==> config.mk <==
export PLATFORM = sky130hd
export DESIGN_NAME = lut_prog
export DESIGN_NICKNAME = d
export VERILOG_FILES = /design/src/rtl/lut_prog.sv
export SDC_FILE = /design/constraint.sdc
export NUM_CORES = 1
export LEC_CHECK = 0
export BUFFER_PORTS_ARGS = -buffer_cell sky130_fd_sc_hd__buf_2
export CAP_MARGIN = 20
export CORE_ASPECT_RATIO = 1.5
export CORE_UTILIZATION = 56
export CTS_CLUSTER_SIZE = 10
export DETAILED_ROUTE_END_ITERATION = 8
export GPL_TIMING_DRIVEN = 0
export PLACE_DENSITY = 0.79
export SYNTH_ARGS = -nofsm -noshare
export SYNTH_HDL_FRONTEND = slang
export SYNTH_SLANG_ARGS = --single-unit
==> constraint.sdc <==
create_clock -name clk -period 1.9 [get_ports clk]
set_input_delay 0.19 -clock clk [delete_from_list [all_inputs] [get_ports clk]]
set_output_delay 0.19 -clock clk [all_outputs]
set_load 0.01 [all_outputs]
==> src/rtl/lut_prog.sv <==
// Programmable pointer lookup table feeding the data-memory address mux.
// Flop-based entries with 1-cycle registered read, run-time writes and optional post-increment.
module lut_prog #(
  parameter int unsigned                 WIDTH  = 8,
  parameter int unsigned                 DEPTH  = 32,
  parameter int unsigned                 PTR_W  = 5,
  parameter int unsigned                 STRIDE = 1,
  parameter logic [DEPTH*WIDTH-1:0]      INIT   = '0
) (
  input  logic             clk,
  input  logic             reset,
  input  logic [PTR_W-1:0] ptr_i,
  input  logic             rd_en_i,
  input  logic             inc_i,
  input  logic             wr_en_i,
  input  logic [PTR_W-1:0] wr_ptr_i,
  input  logic [WIDTH-1:0] wr_data_i,
  output logic [WIDTH-1:0] dm_o,
  output logic             dm_valid_o,
  output logic             oob_o
);

  if (DEPTH > (1 << PTR_W) || WIDTH < 1) begin : g_param_err
    $error("lut_prog: DEPTH must be <= 2**PTR_W and WIDTH must be >= 1");
  end

  logic [WIDTH-1:0] mem_q [DEPTH];
  logic [WIDTH-1:0] mem_d [DEPTH];
  logic [WIDTH-1:0] dm_q, dm_d;
  logic             dm_valid_q, dm_valid_d;
  logic             oob_q, oob_d;

  logic [WIDTH-1:0] rd_val;
  logic             rd_hit;
  logic             wr_hit;

  // Pointer decode by comparison so out-of-range pointers simply match nothing.
  always_comb begin
    rd_val = '0;
    rd_hit = 1'b0;
    wr_hit = 1'b0;
    for (int i = 0; i < DEPTH; i++) begin
      if (ptr_i == PTR_W'(i)) begin
        rd_val = mem_q[i];
        rd_hit = 1'b1;
      end
      if (wr_ptr_i == PTR_W'(i)) begin
        wr_hit = 1'b1;
      end
    end
  end

  always_comb begin
    for (int i = 0; i < DEPTH; i++) begin
      mem_d[i] = mem_q[i];
      // Write takes priority over a same-index increment.
      if (wr_en_i && (wr_ptr_i == PTR_W'(i))) begin
        mem_d[i] = wr_data_i;
      end else if (rd_en_i && inc_i && (ptr_i == PTR_W'(i))) begin
        mem_d[i] = mem_q[i] + WIDTH'(STRIDE);
      end
    end

    dm_d       = dm_q;
    dm_valid_d = rd_en_i;
    if (rd_en_i) begin
      dm_d = rd_val;
    end
    oob_d = (rd_en_i && !rd_hit) || (wr_en_i && !wr_hit);
  end

  always_ff @(posedge clk) begin
    if (reset) begin
      for (int i = 0; i < DEPTH; i++) begin
        mem_q[i] <= INIT[i*WIDTH +: WIDTH];
      end
      dm_q       <= '0;
      dm_valid_q <= 1'b0;
      oob_q      <= 1'b0;
    end else begin
      for (int i = 0; i < DEPTH; i++) begin
        mem_q[i] <= mem_d[i];
      end
      dm_q       <= dm_d;
      dm_valid_q <= dm_valid_d;
      oob_q      <= oob_d;
    end
  end

  assign dm_o       = dm_q;
  assign dm_valid_o = dm_valid_q;
  assign oob_o      = oob_q;

endmodule

# After elaboration in Yosys (flattened, before gate mapping)

Memory sizes are Yosys's and may differ from the RTL's.
Index checks and enable logic that the tools add are counted.

Output and inout port bits: 10
Memories: 1
Word-level logic and storage cells: 397
Bits in registers: 10
Input bits: 23
Bits in writable memories: 256

Memories:

| name  | depth | bits a word | read ports | clocked after Yosys merged registers in | wr ports | line | text |
|---|---|---|---|---|---|---|---|
| mem_q | 32    | 8           | 32         | 0                                       | 32       | 27   | `logic [WIDTH-1:0] mem_q [DEPTH];` |

Add/subtract/negate cells: 32
Bitwise operators: 32
Equality and inequality tests: 62
Reduce and logical (&&, ||, !) cells: 72
Mux-type cells: 195

Operators by type and width:

| cell                                                | count |
|---|---|
| two-way mux 8 bit                                   | 128 |
| adder 8 x 1 -> 8 bit, second input constant         | 32 |
| equality test 5 bit, second input constant          | 32 |
| equality test 5 x 4 -> 1 bit, second input constant | 16 |
| logical AND 1 bit                                   | 67 |
| two-way mux 1 bit                                   | 67 |
| equality test 5 x 3 -> 1 bit, second input constant | 8 |
| OR 1 bit                                            | 32 |
| equality test 5 x 2 -> 1 bit, second input constant | 4 |
| equality test 5 x 1 -> 1 bit, second input constant | 2 |
| logical NOT 5 bit                                   | 2 |
| logical NOT 1 bit                                   | 2 |
| logical OR 1 bit                                    | 1 |

# Logic depth before layout (Yosys ltp)

Gate-level depths: netlist of the first run.

Depth after elaboration: 36
Depth in mapped cells: 12
Mapped depth without buffers: 7

# Worst setup path before layout of the first run

No wires, ideal clock.

Path type: input-to-reg
Start point: in ptr_i[1]
End point: reg dm_q[5], in the netlist dm_o[5]
Data required time: 1771 ps
Path buffers: 3
Slack: -53 ps
Stages: 9
Arrival time: 1824 ps
Setup time: 129 ps
Cell sequence: buf_4 buf_4 buf_6 mux2_1 a32o_1 a211oi_1 nor3_1 a2111oi_0 nor2_1

Word-level cells in the longest chain between the ends: 33
Elaborated cells on any way between the ends: 64
Those cells by class: eq/ne: 31; mux: 32; reduce/logical: 1

RTL lines:

| what                            | line | text |
|---|---|---|
| start, declared                 | 12   | `input logic [PTR_W-1:0] ptr_i,` |
| logical NOT 5 bit               | 43   | `if (ptr_i == PTR_W'(i)) begin` |
| two-way mux 8 bit (31 in a row) | 43   |  |
| two-way mux 8 bit (*)           | 43   |  |
| end signal, assigned            | 84   | `dm_q <= dm_d;` |
| end, declared                   | 29   | `logic [WIDTH-1:0] dm_q, dm_d;` |

Every way passes the cells marked *; elsewhere a longest branch is shown, timed or not.
A chain may end at the register's enable or synchronous reset.

# Worst setup path in the final report of the first run

Start point: in ptr_i[3]
End point: reg dm_q[4], in the netlist dm_o[4]

The elaborated chain is that of the path after synthesis.

==> metrics.txt, run 1 <==
synthesized instance count 2139; top_reg_cell synth dfxtp_1; Reg clk slew, reported paths 0.06 ns; Seq/Total Area, Yosys a little under a third; setup repair after global routing missed its margin true; Final Slew Violations 0; die span in x between 100 and 150 µm; core region area 0.02967 mm²; Final setup violation count 6; router iterations before antenna repair 8; Min Hold Slack roughly 0.0040 ns; initial core utilization a little under three fifths; clock buffers created by TritonCTS 30; final WL between 70000 and 80000 µm; CTS max path bufs 3; worst vdd ir 0.6817 mV; fin crit share 111.3%; first-pass GRT wire length around 110000 µm; Pwr Total roughly 0.013 W; die height 215.4 µm; final count of hold timing violations 0; All-Layer GR Usage between 50% and 60%; synthesized area 0.01700 mm²; Worst setup EP type flop; via count about 19k; startpoint types input port; CTS sink count ~270; leading area contributor after synthesis dfxtp_1; syn_nets approximately 2.2k; fin util between 60% and 70%; cell area power density 665.4 mW/mm²; layout cell share with drive strength beyond 1 roughly an eighth; critical path class input port to flop; fraction of registers with async set/reset 0%; Yosys top cell area share 31.33%; first-iteration detailed-routing DRC count ~2.6k; antenna-violating nets left 0; CP required 2.36 ns; IO Count 33; largest net degree at the start of global routing 15; failing checks setup timing; worst-margin pin slew 1.182 ns; MaxCap Viol Count 0; WP data arrival between 2 and 3 ns; Yosys warnings 0; Nets 2267; DRC errors left 0; Routability Congestion between 1 and 1.5; leakage power about 6.8 nW; synth unique cells 84; Hold Crit Class input port to flop; synthesis-stage register bit count roughly 270; initial antenna violation count 2; WL/cell 30.01 µm; TritonCTS clock tree done; most frequent cell after synthesis nor2_1; Setup WS post-layout -0.2143 ns; crit path time final 2.114 ns; grt total ovfl 0; IO buf count 25; clock latency on the worst-skew pair 0.60 ns; vias in the first global route between 15k and 20k; root buf cell clkbuf_16; EDFF count, synth 0; FP Rows between 70 and 80; htree depth 1; Via density 7.157; Post-DP HPWL about 57000 µm; top post-synthesis cells by count 335 x nor2_1, 266 x dfxtp_1, 227 x a211oi_1; setup_tns -0.5309 ns; status finished, violations left; Worst Skew roughly 0.022 ns; crit path max fanout 10; Layout area overhead 13.59%; Place WS -1.519 ns; top post-synthesis cells by area dfxtp_1 31%, a211oi_1 10%, xor2_1 8.0%, nor2_1 7.4%, nand2_1 3.8%; Max Freq 473.0 MHz; Die ar. ~0.031 mm²; Mapped Avg Cell Area about 7.9 µm²; slew margin rel. a little over a fifth
[timing repair]
action / 4_1_cts / 5_1_grt
endpoints found under the hold margin: 5 / 0
pin swaps: 14 / 14
gates resized for setup: 140 / 66
endpoints found under the setup margin: 192 / 90
hold buffers: 3 / 0
setup buffers: 5 / 6
[state kept, by name, indices dropped and copies added, names as in the netlist]
name,flops
mem_q,256
dm_valid_o,1
oob_o,1
dm_o,8
[cells by family (layout without fill, tap and decap cells)]
family                     Yosys count  after routing  share of synthesized area (%)
and+or+nand+nor                    855            855                          25.09
AOI/OAI and AO/OA                  543            543                          22.43
DFF                                266            266                          31.33
xor gates and xnor gates           206            206                          10.62
buffers and inverters              178            253                          4.653
muxes                               58             58                          3.497
adders and majority gates           32             32                          2.356
other                                1              3                        0.02207
[routing by layer]
| layer | wire, µm | global-route usage (%) | share of wire, % | vias to the layer above |
|---|---|---|---|---|
| met4 | 8003 | 41.26 | 10 | 2 |
| met1 | 27420 | 58.19 | 35 | 8842 |
| met5 | 70 | 0 | 0.089 | - |
| li1 | - | - | - | 7966 |
| met3 | 8836 | 14.82 | 11 | 492 |
| met2 | 34020 | 76.83 | 43 | 1386 |
[path summary, 6_finish.rpt]
kind | startpoint | slack (ns) | endpoint | depth (start not counted)
worst min register to register | mem_q[1][126]$_SDFFE_PP0P_ | 0.53 | mem_q[1][126]$_SDFFE_PP0P_ | 2
worst max register to register | mem_q[0][12]$_SDFFE_PP0P_ | -0.17 | dm_o[4]$_SDFFE_PP0P_ | 7
worst min-delay path | wr_data_i[4] | 0.004 | mem_q[1][116]$_SDFFE_PP0P_ | 3
worst max-delay path | ptr_i[3] | -0.21 | dm_o[4]$_SDFFE_PP0P_ | 10
[final cells by class]
class                   count  area [µm²]
multi-input cells        1695       11340
fillers                  2603       10370
flip-flops and latches    266        5358
plain buffers             156       907.1
clock buffers              34       797.0
well taps                 395       494.2
repair buffers             44       329.1
inverters                  19       71.32
diodes                      2       5.005
[critical path: stages]
cell and delay [ns]:
buf_6 0.13, buf_4 0.20, buf_6 0.20, buf_4 0.24
buf_4 0.30, nand4_1 0.28, o211ai_1 0.34, a31oi_2 0.21
a221oi_2 0.32, o31ai_2 0.14
[through the flow]
step,cells,cell area [µm²]
floorplan,2139,17010
global placement,2559,17630
detailed placement,2562,17660
CTS,2603,19000
global route,2609,19300
finish,2611,19300
[power by group]
| part | switching, W | total (W) | internal (W) |
|---|---|---|---|
| Sequential | 0.000134 | 0.00580 | 0.00566 |
| Combinational | 0.00130 | 0.00180 | 0.000494 |
| Clock | 0.00237 | 0.00525 | 0.00288 |
| Total | 0.00380 | 0.0128 | 0.00904 |
[cell usage in the layout (no fill, tap or decap), types with 10 or more instances in the layout]
| cell | instances |
|---|---|
| buf_2 | 41 |
| nand2_1 | 171 |
| o22ai_1 | 15 |
| dfxtp_2 | 14 |
| buf_4 | 27 |
| clkbuf_1 | 90 |
| o211ai_1 | 11 |
| and4_1 | 16 |
| buf_6 | 22 |
| o21ai_0 | 78 |
| nand3_1 | 71 |
| a311oi_1 | 29 |
| nor3_1 | 15 |
| a211oi_1 | 225 |
| and3_1 | 37 |
| mux2i_1 | 46 |
| nor3_4 | 21 |
| nor2_1 | 328 |
| xor2_1 | 154 |
| or3_1 | 21 |
| inv_1 | 15 |
| dfxtp_1 | 248 |
| a21oi_1 | 66 |
| o221ai_1 | 10 |
| clkbuf_16 | 31 |
| nand2b_1 | 10 |
| ha_1 | 32 |
| nand4_1 | 83 |
| xnor2_1 | 51 |
Power figures use the tool's default switching activity.
==> run 2, diff against run 1 <==
--- a/config.mk
+++ b/config.mk
@@ -8,11 +8,12 @@
 export BUFFER_PORTS_ARGS = -buffer_cell sky130_fd_sc_hd__buf_2
 export CAP_MARGIN = 20
 export CORE_ASPECT_RATIO = 1.5
+export CORE_MARGIN = 2
 export CORE_UTILIZATION = 56
 export CTS_CLUSTER_SIZE = 10
 export DETAILED_ROUTE_END_ITERATION = 8
 export GPL_TIMING_DRIVEN = 0
-export PLACE_DENSITY = 0.79
+export PLACE_DENSITY = 0.75
 export SYNTH_ARGS = -nofsm -noshare
 export SYNTH_HDL_FRONTEND = slang
 export SYNTH_SLANG_ARGS = --single-unit
==> metrics.txt, run 2 (synthesis gave the netlist of run 1 again) <==
die height 217.4 µm (was 215.4 µm); Final Slew Violations 0 (unchanged); vias in the first global route 17.88k (was 17.87k); layout cell share with drive strength beyond 1 12.32% (was 12.65%); All-Layer GR Usage 48.50% (was 50.57%); clock buffers created by TritonCTS 30 (unchanged); post-route cell area 0.01921 mm² (was 0.01930 mm²); worst vdd ir 0.7839 mV (was 0.6817 mV); WP data arrival 2.72 ns (was 2.57 ns); crit path max fanout 10 (unchanged); clock power share 40.8% (was 40.9%); first-pass GRT wire length 115600 µm (was 114300 µm); fin crit share 114.2% (was 111.3%); cell area power density 666.4 mW/mm² (was 665.4 mW/mm²); Max Freq 460.8 MHz (was 473.0 MHz); max reg flops 256 (unchanged); Place WS -1.450 ns (was -1.519 ns); router iterations before antenna repair 8 (unchanged); final count of hold timing violations 0 (unchanged); Biggest register mem_q (unchanged); via count 18.80k (was 18.69k); CTS sink count 266 (unchanged); Reg-to-Reg Start mem_q[1][38]$_SDFFE_PP0P_ (was mem_q[0][12]$_SDFFE_PP0P_); Worst setup EP type flop (unchanged); Layout area overhead 13.03% (was 13.59%); worst r2r dst dm_o[6]$_SDFFE_PP0P_ (was dm_o[4]$_SDFFE_PP0P_); antenna-violating nets left 0 (unchanged); initial antenna violation count 1 (was 2); worst-margin pin slew 1.227 ns (was 1.182 ns); Via density 7.178 (was 7.157); core region area 0.03006 mm² (was 0.02967 mm²); grt total ovfl 0 (unchanged); Pint 0.008994 W (was 0.009042 W); slew margin rel. 18.23% (was 21.23%); Worst Setup EP dm_o[6]$_SDFFE_PP0P_ (was dm_o[4]$_SDFFE_PP0P_); DRC errors left 0 (unchanged); Routability Congestion 1.077 (was 1.082); root buf cell clkbuf_16 (unchanged); htree depth 1 (unchanged); WL/cell 30.28 µm (was 30.01 µm); FP Rows 78 (was 77); Worst Skew 0.02632 ns (was 0.02219 ns); Psw 0.003807 W (was 0.003804 W); MaxCap Viol Count 0 (unchanged); Placed Area 0.01767 mm² (was 0.01766 mm²); failing checks setup timing (unchanged); Hold Crit Class input port to flop (unchanged); CTS max path bufs 3 (unchanged); IO Count 33 (unchanged); setup slack, reg-to-reg -0.27 ns (was -0.17 ns); crit path time final 2.170 ns (was 2.114 ns); initial core utilization 56.54% (was 57.27%); first-iteration detailed-routing DRC count 2406 (was 2555); most common cell after layout, fill and taps aside nor2_1 (unchanged); Die ar. 0.03179 mm² (was 0.03106 mm²); Filler cells 2678 (was 2603); leakage power 6.737 nW (was 6.790 nW); Worst Reg-to-Reg Cells 7 (unchanged); Nets 2268 (was 2267); final WL 79310 µm (was 78350 µm); die span in x 146.2 µm (was 144.2 µm); startpoint types input port (unchanged); Post-DP HPWL 57740 µm (was 56500 µm); switching portion of total power 29.74% (was 29.61%); largest net degree at the start of global routing 15 (unchanged); IO buf count 25 (unchanged); clock latency on the worst-skew pair 0.61 ns (was 0.60 ns); setup repair after global routing missed its margin true (unchanged); TritonCTS clock tree done (unchanged); status finished, violations left (unchanged); critical path class input port to flop (unchanged); Flop pwr share 45.3% (was 45.1%); Reg clk slew, reported paths 0.06 ns (about the same); CP required 2.45 ns (was 2.36 ns); Setup WS post-layout -0.2703 ns (was -0.2143 ns); most frequent cells in the layout 324 x nor2_1, 252 x dfxtp_1, 224 x a211oi_1 (was 328 x nor2_1, 248 x dfxtp_1, 225 x a211oi_1); CP startpoint ptr_i[1] (was ptr_i[3]); Gate power share 13.9% (was 14.0%); Final setup violation count 7 (was 6)
[run 2: how the worst min path moves through the flow]
stage | slack [ns] | end | cells past startpoint | start
finish | 0.006 | mem_q[0][67]$_SDFFE_PP0P_ | 3 | wr_data_i[3]
global route | 0.04 | mem_q[0][67]$_SDFFE_PP0P_ | 3 | wr_data_i[3]
CTS | 0.003 | mem_q[0][67]$_SDFFE_PP0P_ | 3 | wr_data_i[3]
detailed placement | 0.51 | mem_q[0][63]$_SDFFE_PP0P_ | 2 | mem_q[0][63]$_SDFFE_PP0P_
global placement | 0.50 | mem_q[1][87]$_SDFFE_PP0P_ | 2 | mem_q[1][87]$_SDFFE_PP0P_
floorplan | 0.37 | mem_q[0][15]$_SDFFE_PP0P_ | 2 | wr_data_i[7]
[run 2: worst max-delay path: stages]
cell	delay [ns]
buf_2	0.11
buf_6	0.15
buf_6	0.15
inv_2	0.30
buf_4	0.31
a32oi_1	0.17
a31oi_2	0.26
o221ai_1	0.16
a222oi_1	0.71
o21a_1	0.18
[run 2: power groups by stage]
| stage | logic [W] | clock network (W) | registers (W) |
|---|---|---|---|
| after global placement | 0.00151 | 0 | 0.00591 |
| after detailed placement | 0.00152 | 0 | 0.00591 |
| after CTS | 0.00161 | 0.00517 | 0.00579 |
| after global routing | 0.00179 | 0.00535 | 0.00580 |
| after floorplan | 0.000840 | 0 | 0.00587 |
| final | 0.00178 | 0.00523 | 0.00580 |
[run 2: cell type report]
type / count / area, µm² / share of cell area [%]
multi-input cells: 1695 / 11330 / 58.99
flip-flops and latches: 266 / 5353 / 27.86
plain buffers: 157 / 868.3 / 4.520
clock buffers: 35 / 790.8 / 4.116
well taps: 400 / 500.5 / 2.605
repair buffers: 44 / 286.5 / 1.492
inverters: 19 / 71.32 / 0.3713
diodes: 3 / 7.507 / 0.03908
[run 2: layer usage]
metal	up-vias	part of all wire [%]	global-route usage [%]
met4	0	11	40.23
met2	1433	44	77.78
met3	509	10	10.15
met1	8882	35	55.52
met5	-	0	0
li1	7974	-	-
[run 2: through the flow]
stage          power (W)  std cells  hold WS [ns]  TNS [ns]  utilization (%)
2_1_floorplan   0.006706       2139        0.3708  -0.03737                -
3_3_place_gp    0.007415       2564        0.4978   -204.81            58.66
3_5_place_dp    0.007431       2568        0.5128   -199.71            58.77
4_1_cts          0.01257       2608      0.002615    -5.535            62.69
5_1_grt          0.01294       2617       0.04213   -0.7043            63.89
6_report         0.01280       2619      0.006280   -0.7352            63.91
[run 2: what timing repair did]
item,4_1_cts,5_1_grt
hold buffers,2,0
setup buffers,4,7
endpoints found under the hold margin,4,0
gates resized for setup,108,85
pin swaps,17,15
setup endpoints to repair,181,109
